### config.mk
export PLATFORM = sky130hd
export DESIGN_NAME = instr_encoder_loader
export DESIGN_NICKNAME = d
export VERILOG_FILES = /design/src/rtl/instr_pkg.sv /design/src/rtl/instr_fifo.sv /design/src/rtl/instr_encoder_loader.sv
export SDC_FILE = /design/constraint.sdc
export NUM_CORES = 1
export LEC_CHECK = 0
export BUFFER_PORTS_ARGS = -buffer_cell sky130_fd_sc_hd__buf_2
export CELL_PAD_IN_SITES_DETAIL_PLACEMENT = 0
export CELL_PAD_IN_SITES_GLOBAL_PLACEMENT = 1
export CORE_ASPECT_RATIO = 1.75
export CORE_MARGIN = 1
export CORE_UTILIZATION = 42
export CTS_BUF_LIST = sky130_fd_sc_hd__clkbuf_4 sky130_fd_sc_hd__clkbuf_8
export CTS_CLUSTER_SIZE = 40
export DETAILED_ROUTE_END_ITERATION = 8
export PLACE_DENSITY_LB_ADDON = 0.1
export SYNTH_ARGS = -nofsm -noshare
export SYNTH_HDL_FRONTEND = slang
export SYNTH_HIERARCHICAL = 1
export SYNTH_SLANG_ARGS = --single-unit
### constraint.sdc
create_clock -name clk -period 4.5 [get_ports clk]
set_input_delay 0.9 -clock clk [delete_from_list [all_inputs] [get_ports clk]]
set_output_delay 0.9 -clock clk [all_outputs]
set_load 0.005 [all_outputs]
### src/rtl/instr_pkg.sv
// Shared MIPS instruction field definitions, common to the field parser and the encoder/loader.
// Holds the format and state enums, opcode constants, field bit positions and the word packer.
package instr_pkg;

  typedef enum logic [1:0] {
    FMT_R   = 2'd0,
    FMT_I   = 2'd1,
    FMT_J   = 2'd2,
    FMT_RSV = 2'd3
  } fmt_e;

  typedef enum logic [1:0] {
    ST_IDLE  = 2'd0,
    ST_LOAD  = 2'd1,
    ST_DRAIN = 2'd2,
    ST_DONE  = 2'd3
  } state_e;

  localparam logic [5:0] OP_RTYPE = 6'h00;
  localparam logic [5:0] OP_J     = 6'h02;
  localparam logic [5:0] OP_JAL   = 6'h03;

  localparam int OPCODE_LSB = 26;
  localparam int RS_LSB     = 21;
  localparam int RT_LSB     = 16;
  localparam int RD_LSB     = 11;
  localparam int SHAMT_LSB  = 6;
  localparam int FUNCT_LSB  = 0;
  localparam int IMM_LSB    = 0;
  localparam int ADDR_LSB   = 0;

  // The reserved format packs like an I-type; callers that care must reject it first.
  function automatic logic [31:0] pack_fields(
    input logic [1:0]  fmt,
    input logic [5:0]  opcode,
    input logic [4:0]  rs,
    input logic [4:0]  rt,
    input logic [4:0]  rd,
    input logic [4:0]  shamt,
    input logic [5:0]  funct,
    input logic [15:0] immediate,
    input logic [25:0] address
  );
    logic [31:0] w;
    case (fmt_e'(fmt))
      FMT_R: w = (32'(OP_RTYPE) << OPCODE_LSB) | (32'(rs) << RS_LSB) | (32'(rt) << RT_LSB)
               | (32'(rd) << RD_LSB) | (32'(shamt) << SHAMT_LSB) | (32'(funct) << FUNCT_LSB);
      FMT_J: w = (32'(opcode) << OPCODE_LSB) | (32'(address) << ADDR_LSB);
      default: w = (32'(opcode) << OPCODE_LSB) | (32'(rs) << RS_LSB) | (32'(rt) << RT_LSB)
                 | (32'(immediate) << IMM_LSB);
    endcase
    return w;
  endfunction

endpackage

### src/rtl/instr_fifo.sv
// Synchronous FIFO between the word packer and the imem write port; zero-latency head read.
// Push while full is honoured only when a pop happens in the same cycle.
module instr_fifo #(
  parameter int DEPTH = 2,
  parameter int W     = 64
) (
  input  logic         clk,
  input  logic         rst_n,
  input  logic         push,
  input  logic [W-1:0] push_dat,
  input  logic         pop,
  output logic [W-1:0] pop_dat,
  output logic         empty,
  output logic         full
);

  localparam int AW = (DEPTH > 1) ? $clog2(DEPTH) : 1;

  logic [W-1:0]  mem [DEPTH];
  logic [AW-1:0] wptr, rptr;
  logic [AW:0]   cnt;
  logic          do_push, do_pop;

  assign empty   = (cnt == '0);
  assign full    = (cnt == (AW+1)'(DEPTH));
  assign do_pop  = pop && !empty;
  assign do_push = push && (!full || do_pop);
  assign pop_dat = mem[rptr];

  always_ff @(posedge clk or negedge rst_n) begin
    if (!rst_n) begin
      wptr <= '0;
      rptr <= '0;
      cnt  <= '0;
    end else begin
      if (do_push) wptr <= wptr + 1'b1;
      if (do_pop)  rptr <= rptr + 1'b1;
      cnt <= cnt + (AW+1)'(do_push) - (AW+1)'(do_pop);
    end
  end

  always_ff @(posedge clk) begin
    if (do_push) mem[wptr] <= push_dat;
  end

endmodule

### src/rtl/instr_encoder_loader.sv
// Packs decoded MIPS fields into words and streams them to imem at sequential addresses; 1-cycle accept-to-write latency.
// in_ready drops when the buffer or session is full; ENC_FIELD_CHECK_EN enables opcode/format rejection with sticky err.
module instr_encoder_loader
  import instr_pkg::*;
#(
  parameter logic [31:0] BASE_ADDR  = 32'h0000_0000,
  parameter int          DEPTH      = 256,
  parameter int          FIFO_DEPTH = 2
) (
  input  logic        clk,
  input  logic        rst_n,
  input  logic        start,
  input  logic        finish,
  input  logic        in_valid,
  output logic        in_ready,
  input  logic [1:0]  fmt,
  input  logic [5:0]  opcode,
  input  logic [4:0]  rs,
  input  logic [4:0]  rt,
  input  logic [4:0]  rd,
  input  logic [4:0]  shamt,
  input  logic [5:0]  funct,
  input  logic [15:0] immediate,
  input  logic [25:0] address,
  output logic        wr_valid,
  input  logic        wr_ready,
  output logic [31:0] wr_addr,
  output logic [31:0] wr_data,
  output logic [15:0] word_count,
  output logic        full,
  output logic        busy,
  output logic        err
);

  state_e      state;
  logic [31:0] push_addr;
  logic [31:0] word;
  logic [63:0] head;
  logic        fifo_empty, fifo_full;
  logic        field_bad, accept, push, pop, begin_load;

  assign word = pack_fields(fmt, opcode, rs, rt, rd, shamt, funct, immediate, address);

`ifdef ENC_FIELD_CHECK_EN
  always_comb begin
    field_bad = 1'b0;
    case (fmt_e'(fmt))
      FMT_R:   field_bad = (opcode != OP_RTYPE);
      FMT_I:   field_bad = (opcode == OP_RTYPE) || (opcode == OP_J) || (opcode == OP_JAL);
      FMT_J:   field_bad = !((opcode == OP_J) || (opcode == OP_JAL));
      default: field_bad = 1'b1;
    endcase
  end
`else
  assign field_bad = 1'b0;
`endif

  // in_ready depends only on registered state, so wr_ready never reaches it combinationally.
  assign in_ready   = (state == ST_LOAD) && !fifo_full && !full;
  assign accept     = in_valid && in_ready;
  assign push       = accept && !field_bad;
  assign pop        = wr_valid && wr_ready;
  assign begin_load = start && ((state == ST_IDLE) || (state == ST_DONE));

  assign full     = (word_count == 16'(DEPTH));
  assign busy     = (state == ST_LOAD) || (state == ST_DRAIN);
  assign wr_valid = !fifo_empty;
  // With the buffer empty, the next push address is also the next write address.
  assign wr_addr  = fifo_empty ? push_addr : head[63:32];
  assign wr_data  = fifo_empty ? 32'h0 : head[31:0];

  always_ff @(posedge clk or negedge rst_n) begin
    if (!rst_n) begin
      state      <= ST_IDLE;
      push_addr  <= BASE_ADDR;
      word_count <= '0;
    end else begin
      case (state)
        ST_IDLE, ST_DONE: begin
          if (start) begin
            state      <= ST_LOAD;
            push_addr  <= BASE_ADDR;
            word_count <= '0;
          end
        end
        ST_LOAD: begin
          if (push) begin
            push_addr  <= push_addr + 32'd4;
            word_count <= word_count + 16'd1;
          end
          if (finish || full) state <= ST_DRAIN;
        end
        ST_DRAIN: begin
          if (fifo_empty) state <= ST_DONE;
        end
        default: state <= ST_IDLE;
      endcase
    end
  end

`ifdef ENC_FIELD_CHECK_EN
  logic err_q;
  always_ff @(posedge clk or negedge rst_n) begin
    if (!rst_n)                  err_q <= 1'b0;
    else if (begin_load)         err_q <= 1'b0;
    else if (accept && field_bad) err_q <= 1'b1;
  end
  assign err = err_q;
`else
  assign err = 1'b0;
`endif

  instr_fifo #(
    .DEPTH (FIFO_DEPTH),
    .W     (64)
  ) u_fifo (
    .clk      (clk),
    .rst_n    (rst_n),
    .push     (push),
    .push_dat ({push_addr, word}),
    .pop      (pop),
    .pop_dat  (head),
    .empty    (fifo_empty),
    .full     (fifo_full)
  );

endmodule
==> results.md, run 1 <==
- In the layout the commonest cells are sky130_fd_sc_hd__buf_2, sky130_fd_sc_hd__edfxtp_1, sky130_fd_sc_hd__mux2_2.
- The startpoint class of the critical path is a flop.
- The clock insertion delay at the later pin of the skew report is roughly 0.46 ns.
- The part of the cycle the worst path needs is 0.7482.
- Pin placement for this block handled ~170 I/O pins.
- The number of flops mapped to enable cells by yosys is approximately 130.
- The clock tree buffer depth is 2.
- The number of nets in the finished design is 939.
- VDD sags by at most 538.1 uV.
- The hold buffer count at CTS is 0.
- The vertical die dimension is 196.0 um.
- Counting flops and latches in the post-synthesis netlist gives between 150 and 200.
- STA classifies the critical path endpoint as an output pin.
- The first TritonRoute pass finished after 5 iterations.
- The total count of hold-check failures in the final report was 0.
- Counting every sink on the clock net gives 180.
- After the first detailed-routing iteration, the DRC count stood at 302.
- The critical path data arrival time is between 2 and 2.5 ns.
- The routed layout has ~6,000 vias.
- The global route total overflow is 0.
- The number of different library cells used by synthesis comes to 61.
- The maximum fanout along the worst path is between 40 and 50.
- The worst hold-check path type is in2async.
- The layout-stage area growth over the synthesis result is 16.37%.
- The count of fill cells added during filler insertion is between 1,500 and 2,000.
- The half-perimeter wire length after detailed placement is 13.55 mm.
- The clock arrives with 0.01615 ns of skew.
- The post-synthesis sequential area ratio is 0.5695.
- The critical path goes through buf_4 > mux2_4 > nor2b_1 > buf_2.
- The worst setup path is of the reg2out kind.
- The post-synthesis average cell area is roughly 13 um^2.
- The number of global-route vias before repair is about 6,300.
- The placement-stage cell area is ~0.010 mm^2.
- The number of slew-limit violations in the final report is 0.
- The first-pass GRT wire length is 32.13 mm.
- The slowest stage of the critical path is the sky130_fd_sc_hd__dfrtp_4 cell.
- The multi-input gate area in the final layout is 0.003661 mm^2.
- Routability-driven placement finished with a final weighted congestion of roughly 0.8.
- From left edge to right edge, the die measures 112.9 um.
- After technology mapping, the gate count stands at 689.
- The total wire length is 20.19 mm.
- The headroom to the max-slew limit is 0.3266.
- The total routing resource utilization after global routing is 0.1885.
- Entering global routing, the biggest net connects 65 pins.
- The effective utilization at floorplan is 0.4298.
- The count of buffers added by post-CTS timing repair for setup is 0.
- For this design the ratio of total power to cell area is 545.9 mW/mm^2.
- The final setup violation count is 0.
- The floorplan has 70 rows.
- The core region is 0.02102 mm^2.
- Of the cells placed in the final design, the portion with a size suffix greater than 1 is 0.3889.
- The top flip-flop cell by instance count after synthesis is sky130_fd_sc_hd__edfxtp_1.
- The clock period could shrink to about 3.4 ns.
- The worst stage delay on the critical path is 0.99 ns.
- Before CTS, the worst setup slack after placement is between 1 and 1.5 ns.
- The netlist area before placement is ~0.0090 mm^2.
- The number of nets still failing antenna checks after routing is 0.
- The worst setup slack after layout is between 1 and 1.5 ns.
- The repair_antennas step left the layout with diodes totalling 0.
- The number of antenna violations at the first check in global routing came to 0.
- Derived from the worst setup path, the maximum achievable clock frequency is 297.0 MHz.
- The required time of the worst setup path is 3.60 ns.
- For this design the static power due to leakage is 4.314 nW.
- The CTS H-tree depth is 4.
- The post-CTS resize count is 0.
- The floorplan step defined a die boundary enclosing roughly 0.022 mm^2.
- The run finished with clean final reports.
- The number of maximum-capacitance violations is 0.
- The sequential standard cell area is about 0.0051 mm^2.
- The total DRC errors in the routed layout is 0.
- The clock root buffer master is sky130_fd_sc_hd__clkbuf_8.
- The clock tree from TritonCTS is done.
- Setup repair after global routing left no endpoint under its margin.
- Leaving out fill and tap cells, the most frequent cell in the layout is sky130_fd_sc_hd__buf_2.
- For the pin with the worst max-slew slack, the measured transition is ~1 ns.
- The proportion of synthesized flip-flops having asynchronous set or reset is 0.2889.
- After clock tree synthesis, the clock-pin slew on the worst setup and hold paths is 0.10 ns.
- The Yosys step of the flow raised 6 warnings.
- In the routed layout, each cell is associated on average with a via count of about 5.4.
- In this run, CTS created clock tree buffers numbering 17.
- The number of port buffers is 165.
- The final cell area excluding filler cells is 0.01051 mm^2.
- In the final routed layout, each cell accounts on average for 18.09 um.
## path summary, 6_finish.rpt
| path | start | end | slack [ns] | cells after the start |
|---|---|---|---|---|
| setup / recovery | u_fifo/rptr | wr_data[14] | 1.13 | 4 |
| min in group clk | u_fifo/wptr | u_fifo/wptr | 0.56 | 1 |
| setup reg to reg | word_count[0] | u_fifo/mem[0][37] | 1.37 | 9 |
| hold / removal | rst_n | u_fifo/cnt[1] | 0.38 | 1 |
| max in group asynchronous | rst_n | push_addr[3] | 3.26 | 2 |
| hold reg to reg | u_fifo/wptr | u_fifo/wptr | 0.56 | 1 |
## synth_stat cells, types with 13 or more instances
| library cell | count | share of area |
|---|---|---|
| sky130_fd_sc_hd__edfxtp_1 | 128 | 0.43 |
| sky130_fd_sc_hd__mux2_2 | 54 | 0.067 |
| sky130_fd_sc_hd__dfrtp_1 | 52 | 0.14 |
| sky130_fd_sc_hd__nand2_1 | 52 | 0.022 |
| sky130_fd_sc_hd__mux2_4 | 50 | 0.083 |
| sky130_fd_sc_hd__o21ai_0 | 45 | 0.025 |
| sky130_fd_sc_hd__nor2b_1 | 42 | 0.029 |
| sky130_fd_sc_hd__nand3_1 | 25 | 0.014 |
| sky130_fd_sc_hd__clkbuf_1 | 23 | 0.0096 |
| sky130_fd_sc_hd__mux2i_1 | 22 | 0.024 |
| sky130_fd_sc_hd__nor2_1 | 19 | 0.0079 |
| sky130_fd_sc_hd__inv_1 | 16 | 0.0066 |
| sky130_fd_sc_hd__a31oi_1 | 13 | 0.0090 |
## flip-flops by register name (all words and copies together), names as in the netlist
signal / flops
word_count: 16
u_fifo/wptr: 1
push_addr: 30
u_fifo/mem: 128
u_fifo/rptr: 1
state: 2
u_fifo/cnt: 2
## logic make-up (layout without fill, tap and decap cells)
kind of cell / count (synthesis) / after routing / synth area share
flops: 180 / 180 / 0.5695
fa+ha+maj: 6 / 6 / 0.008310
buf+inv: 55 / 226 / 0.03075
compound gates: 112 / 112 / 0.08297
mux: 126 / 126 / 0.1748
other cells: 1 / 5 / 0.0004151
simple gates: 205 / 205 / 0.1294
xor+xnor: 4 / 4 / 0.003879
## metal layers
layer  routed length [um]  GRT usage  part of all wire  vias up
li1                     -          -                 -     2905
met1                 7863     0.2013              0.39     2992
met2                11260     0.3663              0.56      161
met3                  664    0.02533             0.033       21
met4                  403    0.07651             0.020        0
met5                    0          0                 0        -
## final cells by class
cell class | instances | area share
Timing Repair Buffer | 178 | 0.08903
Tap cell | 252 | 0.02999
Inverter | 16 | 0.005713
Clock inverter | 14 | 0.01428
Clock buffer | 18 | 0.02297
Sequential cell | 180 | 0.4898
Multi-Input combinational cell | 458 | 0.3482
## critical path, delay by kind of cell, from the launching register on
family | cells | cell delay (ns)
DFF | 1 | 0.99
buffers and inverters | 2 | 0.52
muxes | 1 | 0.32
and+or+nand+nor | 1 | 0.13
## through the flow
| stage | util | TNS (ns) | total power, W | hold slack [ns] | instances |
|---|---|---|---|---|---|
| 6_report | 0.5001 | 0 | 0.005739 | 0.3769 | 1116 |
| 5_1_grt | 0.5001 | 0 | 0.006100 | 0.3869 | 1116 |
| 4_1_cts | 0.5001 | 0 | 0.005832 | 0.3708 | 1116 |
| 3_5_place_dp | 0.4815 | 0 | 0.004731 | 0.5405 | 1084 |
| 3_3_place_gp | 0.4815 | 0 | 0.004685 | 0.5343 | 1084 |
| 2_1_floorplan | - | -28.31 | 0.003911 | 0.4368 | 693 |
## where the power goes
part / leakage, nW / switching (W) / total [W] / internal (W)
Sequential: 1.86 / 0.000284 / 0.00237 / 0.00209
Combinational: 2.26 / 0.00114 / 0.00228 / 0.00114
Clock: 0.194 / 0.000580 / 0.00109 / 0.000505
Total: 4.31 / 0.00200 / 0.00574 / 0.00374
(Power assumes the default switching activity.)
==> run 2: changes to the inputs <==
Settings changed: CORE_UTILIZATION 42 to 47.
Clock period 4.5 ns to 3.5 ns, I/O delays scaled along.
==> run 2 against run 1 <==
Effect of this change: worst setup slack got worse by 0.67 ns; clock skew rose by 0.0018 ns; non-clock buffer count rose by 3; die area fell by 10%; global-route usage rose by 1.3 points; first-iteration DRC count rose by 6.3%; critical endpoint is now wr_data[2]; largest cell class unchanged.
==> results.md, run 2 (same netlist as run 1, synthesis figures left out) <==
- The CTS H-tree depth is 4 (unchanged).
- The hold buffer count at CTS was 0 (unchanged).
- The origin of the critical flop-to-flop path is state[1].
- In the finished design, the share of the clock period the worst path needs comes to 0.8665.
- The number of antenna violations at the first check in global routing is 0 (unchanged).
- The post-detailed-route wirelength per cell came to 17.48 um (-3.3%).
- The effective utilization at floorplan is 0.4819 (+0.05215).
- The final weighted congestion in routability-driven placement is 0.8457 (+6.0%).
- The global route total overflow is 0 (unchanged).
- The largest registers in the layout are u_fifo/mem: 128 flops, push_addr: 30 flops, word_count: 16 flops.
- The flip-flop count of the largest register after layout is 128 (unchanged).
- The number of nets in the finished design is 942 (+0.32%).
- The detailed-routing iteration count for the pre-antenna-repair pass is 4 (-1).
- The fraction of final layout cells with drive strength greater than 1 is 0.3880 (-0.0008981).
- The number of nets still failing antenna checks after routing came to 0 (unchanged).
- The clock-pin transition on the worst setup and hold timing paths is 0.10 ns (about the same).
- The actual transition at the worst max-transition pin is 0.7922 ns (-0.2157 ns).
- The share of the core filled with cells came to 0.5616 (+0.06149).
- The I/O pin count is 167 (unchanged).
- The maximum fanout along the worst path was 36 (-25%).
- The total CTS buffers is 17 (unchanged).
- The multi-input gate area in the final layout came to 0.003649 mm^2 (-0.34%).
- The most common cell after layout, fill and taps aside is sky130_fd_sc_hd__buf_2.
- The half-perimeter wire length after detailed placement is 13.27 mm (-2.1%).
- The total DRC errors in the routed layout came to 0 (unchanged).
- The count of fill cells added during filler insertion is 1,606 (-15%).
- The flow ran to the end, and the final reports show no timing, DRC or antenna violations.
- The post-CTS resize count is 0 (unchanged).
- The ratio of total power to cell area came to 699.3 mW/mm^2 (+28%).
- The via count of the routed design is 6,160 (+1.3%).
- STA classifies the critical path endpoint as an output pin.
- The number of diodes added for antenna fixing is 0 (unchanged).
- The number of clock sinks seen by CTS is 180 (unchanged).
- Relative to the synthesized area, the layout overhead comes to 16.54%.
- The final setup violation count is 0 (unchanged).
- The number of maximum-capacitance violations is 0 (unchanged).
- TritonCTS built the clock tree.
- The clock root buffer master is sky130_fd_sc_hd__clkbuf_8.
- The type of the setup path with the least slack is reg2out.
- The critical path data arrival time is 2.33 ns (-0.14 ns).
- The path depth of the worst reg2reg path is 8 (-1).
- The total count of hold-check failures in the final report came to 0 (unchanged).
- The required time of the worst setup path is 2.80 ns (-0.80 ns).
- For this run, the top clock speed supported by timing is around 330 MHz.
- The DRC violation total after the first TritonRoute iteration is 321 (+6.3%).
- Setup repair after global routing left no endpoint under its margin.
- The register with the highest flop count is u_fifo/mem.
- The total negative setup slack came to 0 ns (unchanged).
- The chip width was 106.8 um (-5.4%).
- The die area is 0.01980 mm^2 (-10%).
- The final critical-path required period is 3.033 ns.
- The post-route clock skew came to 0.01797 ns (+0.001825 ns).
- The detailed-route vias per instance was 5.580 (+2.4%).
- The total routing resource utilization after global routing is 0.2015 (+0.01300).
- In this run the worst hold path is classified as in2async.
- The count of buffers added by post-CTS timing repair for setup came to 0 (unchanged).
- The largest net degree at the start of global routing is 65 (unchanged).
- The slack of the worst reg-to-reg path came to 0.78 ns (-0.59 ns).
- The startpoint class of the critical path is a flop.
- The top cell types in the final layout, fill and taps aside, are sky130_fd_sc_hd__buf_2, sky130_fd_sc_hd__edfxtp_1, sky130_fd_sc_hd__mux2_2.
- The vertical die dimension is 185.4 um (-5.4%).
- The placeable core region was 0.01875 mm^2 (-11%).
- The maximum ir drop on the vdd rail is 645.9 uV (+20%).
- The clock insertion delay at the later pin of the skew report is 0.45 ns (about the same).
- The headroom to the max-slew limit is 0.4719 (+0.1453).
- The static leakage power was 4.325 nW (+0.26%).
- The worst reg2reg path endpoint is u_fifo/mem[1][41].
- The clock tree buffer depth was 2 (unchanged).
- The total number of placement rows is 66 (-5.7%).
- The first-pass GRT wire length is 30.64 mm (-4.6%).
- The number of port buffers came to 165 (unchanged).
- The number of global-route vias before repair is 6,092 (-3.2%).
- The total wire length is 19.30 mm (-4.4%).
- The sequential standard cell area is 0.005149 mm^2 (unchanged).
- The number of slew-limit violations in the final report came to 0 (unchanged).
==> run 2: cell count changes in the layout (fill, tap and decap cells not counted), sizes merged <==
cell / delta
clkinvlp: +1
inv: -4
buf: +3
clkinv: +2
==> run 2: cell type report <==
class / instances / area share
Clock inverter: 13 / 0.01284
Multi-Input combinational cell: 458 / 0.3466
Clock buffer: 18 / 0.02294
Timing Repair Buffer: 181 / 0.09460
Inverter: 16 / 0.005705
Sequential cell: 180 / 0.4891
Tap cell: 238 / 0.02829
==> run 2: layer usage <==
| metal | GRT usage | wire length [um] | vias up |
|---|---|---|---|
| met3 | 0.02815 | 843 | 31 |
| li1 | - | - | 2917 |
| met2 | 0.3791 | 10610 | 219 |
| met4 | 0.08164 | 447 | 0 |
| met1 | 0.2247 | 7404 | 2993 |
| met5 | 0 | 0 | - |
==> run 2: report_power, final <==
| group | total (W) | switching [W] | leakage (nW) | internal, W |
|---|---|---|---|---|
| Clock | 0.00135 | 0.000717 | 0.182 | 0.000635 |
| Combinational | 0.00301 | 0.00150 | 2.29 | 0.00151 |
| Sequential | 0.00300 | 0.000319 | 1.86 | 0.00268 |
| Total | 0.00736 | 0.00253 | 4.32 | 0.00483 |
==> run 2: metrics by stage <==
stage	total power [W]	worst slack [ns]	cells	instance area, um^2	hold WS (ns)
3_3_place_gp	0.006046	0.8897	1073	10150	0.5366
6_report	0.007361	0.4672	1104	10530	0.3144
5_1_grt	0.007820	0.3547	1104	10530	0.3723
3_5_place_dp	0.006115	0.8097	1073	10150	0.5497
2_1_floorplan	0.005021	-0.1566	693	9054	0.4044
4_1_cts	0.007463	0.4040	1104	10530	0.3399
==> run 2: how the worst max path moves through the flow <==
stage                             end  slack, ns     startpoint  cells after the start
floorplan            u_fifo/mem[0][0]      -0.16  word_count[0]                      8
global placement        push_addr[21]       0.89  word_count[1]                      8
detailed placement  u_fifo/mem[1][23]       0.81       state[1]                      8
CTS                        wr_data[2]       0.40    u_fifo/rptr                      4
global route               wr_data[3]       0.35    u_fifo/rptr                      4
finish                     wr_data[2]       0.47    u_fifo/rptr                      4
==> run 2: critical path, cell delays in order, from the launching register on <==
cell	delay, ns
sky130_fd_sc_hd__dfrtp_4	0.82
sky130_fd_sc_hd__buf_4	0.41
sky130_fd_sc_hd__mux2_4	0.33
sky130_fd_sc_hd__nor2b_1	0.14
sky130_fd_sc_hd__buf_2	0.14
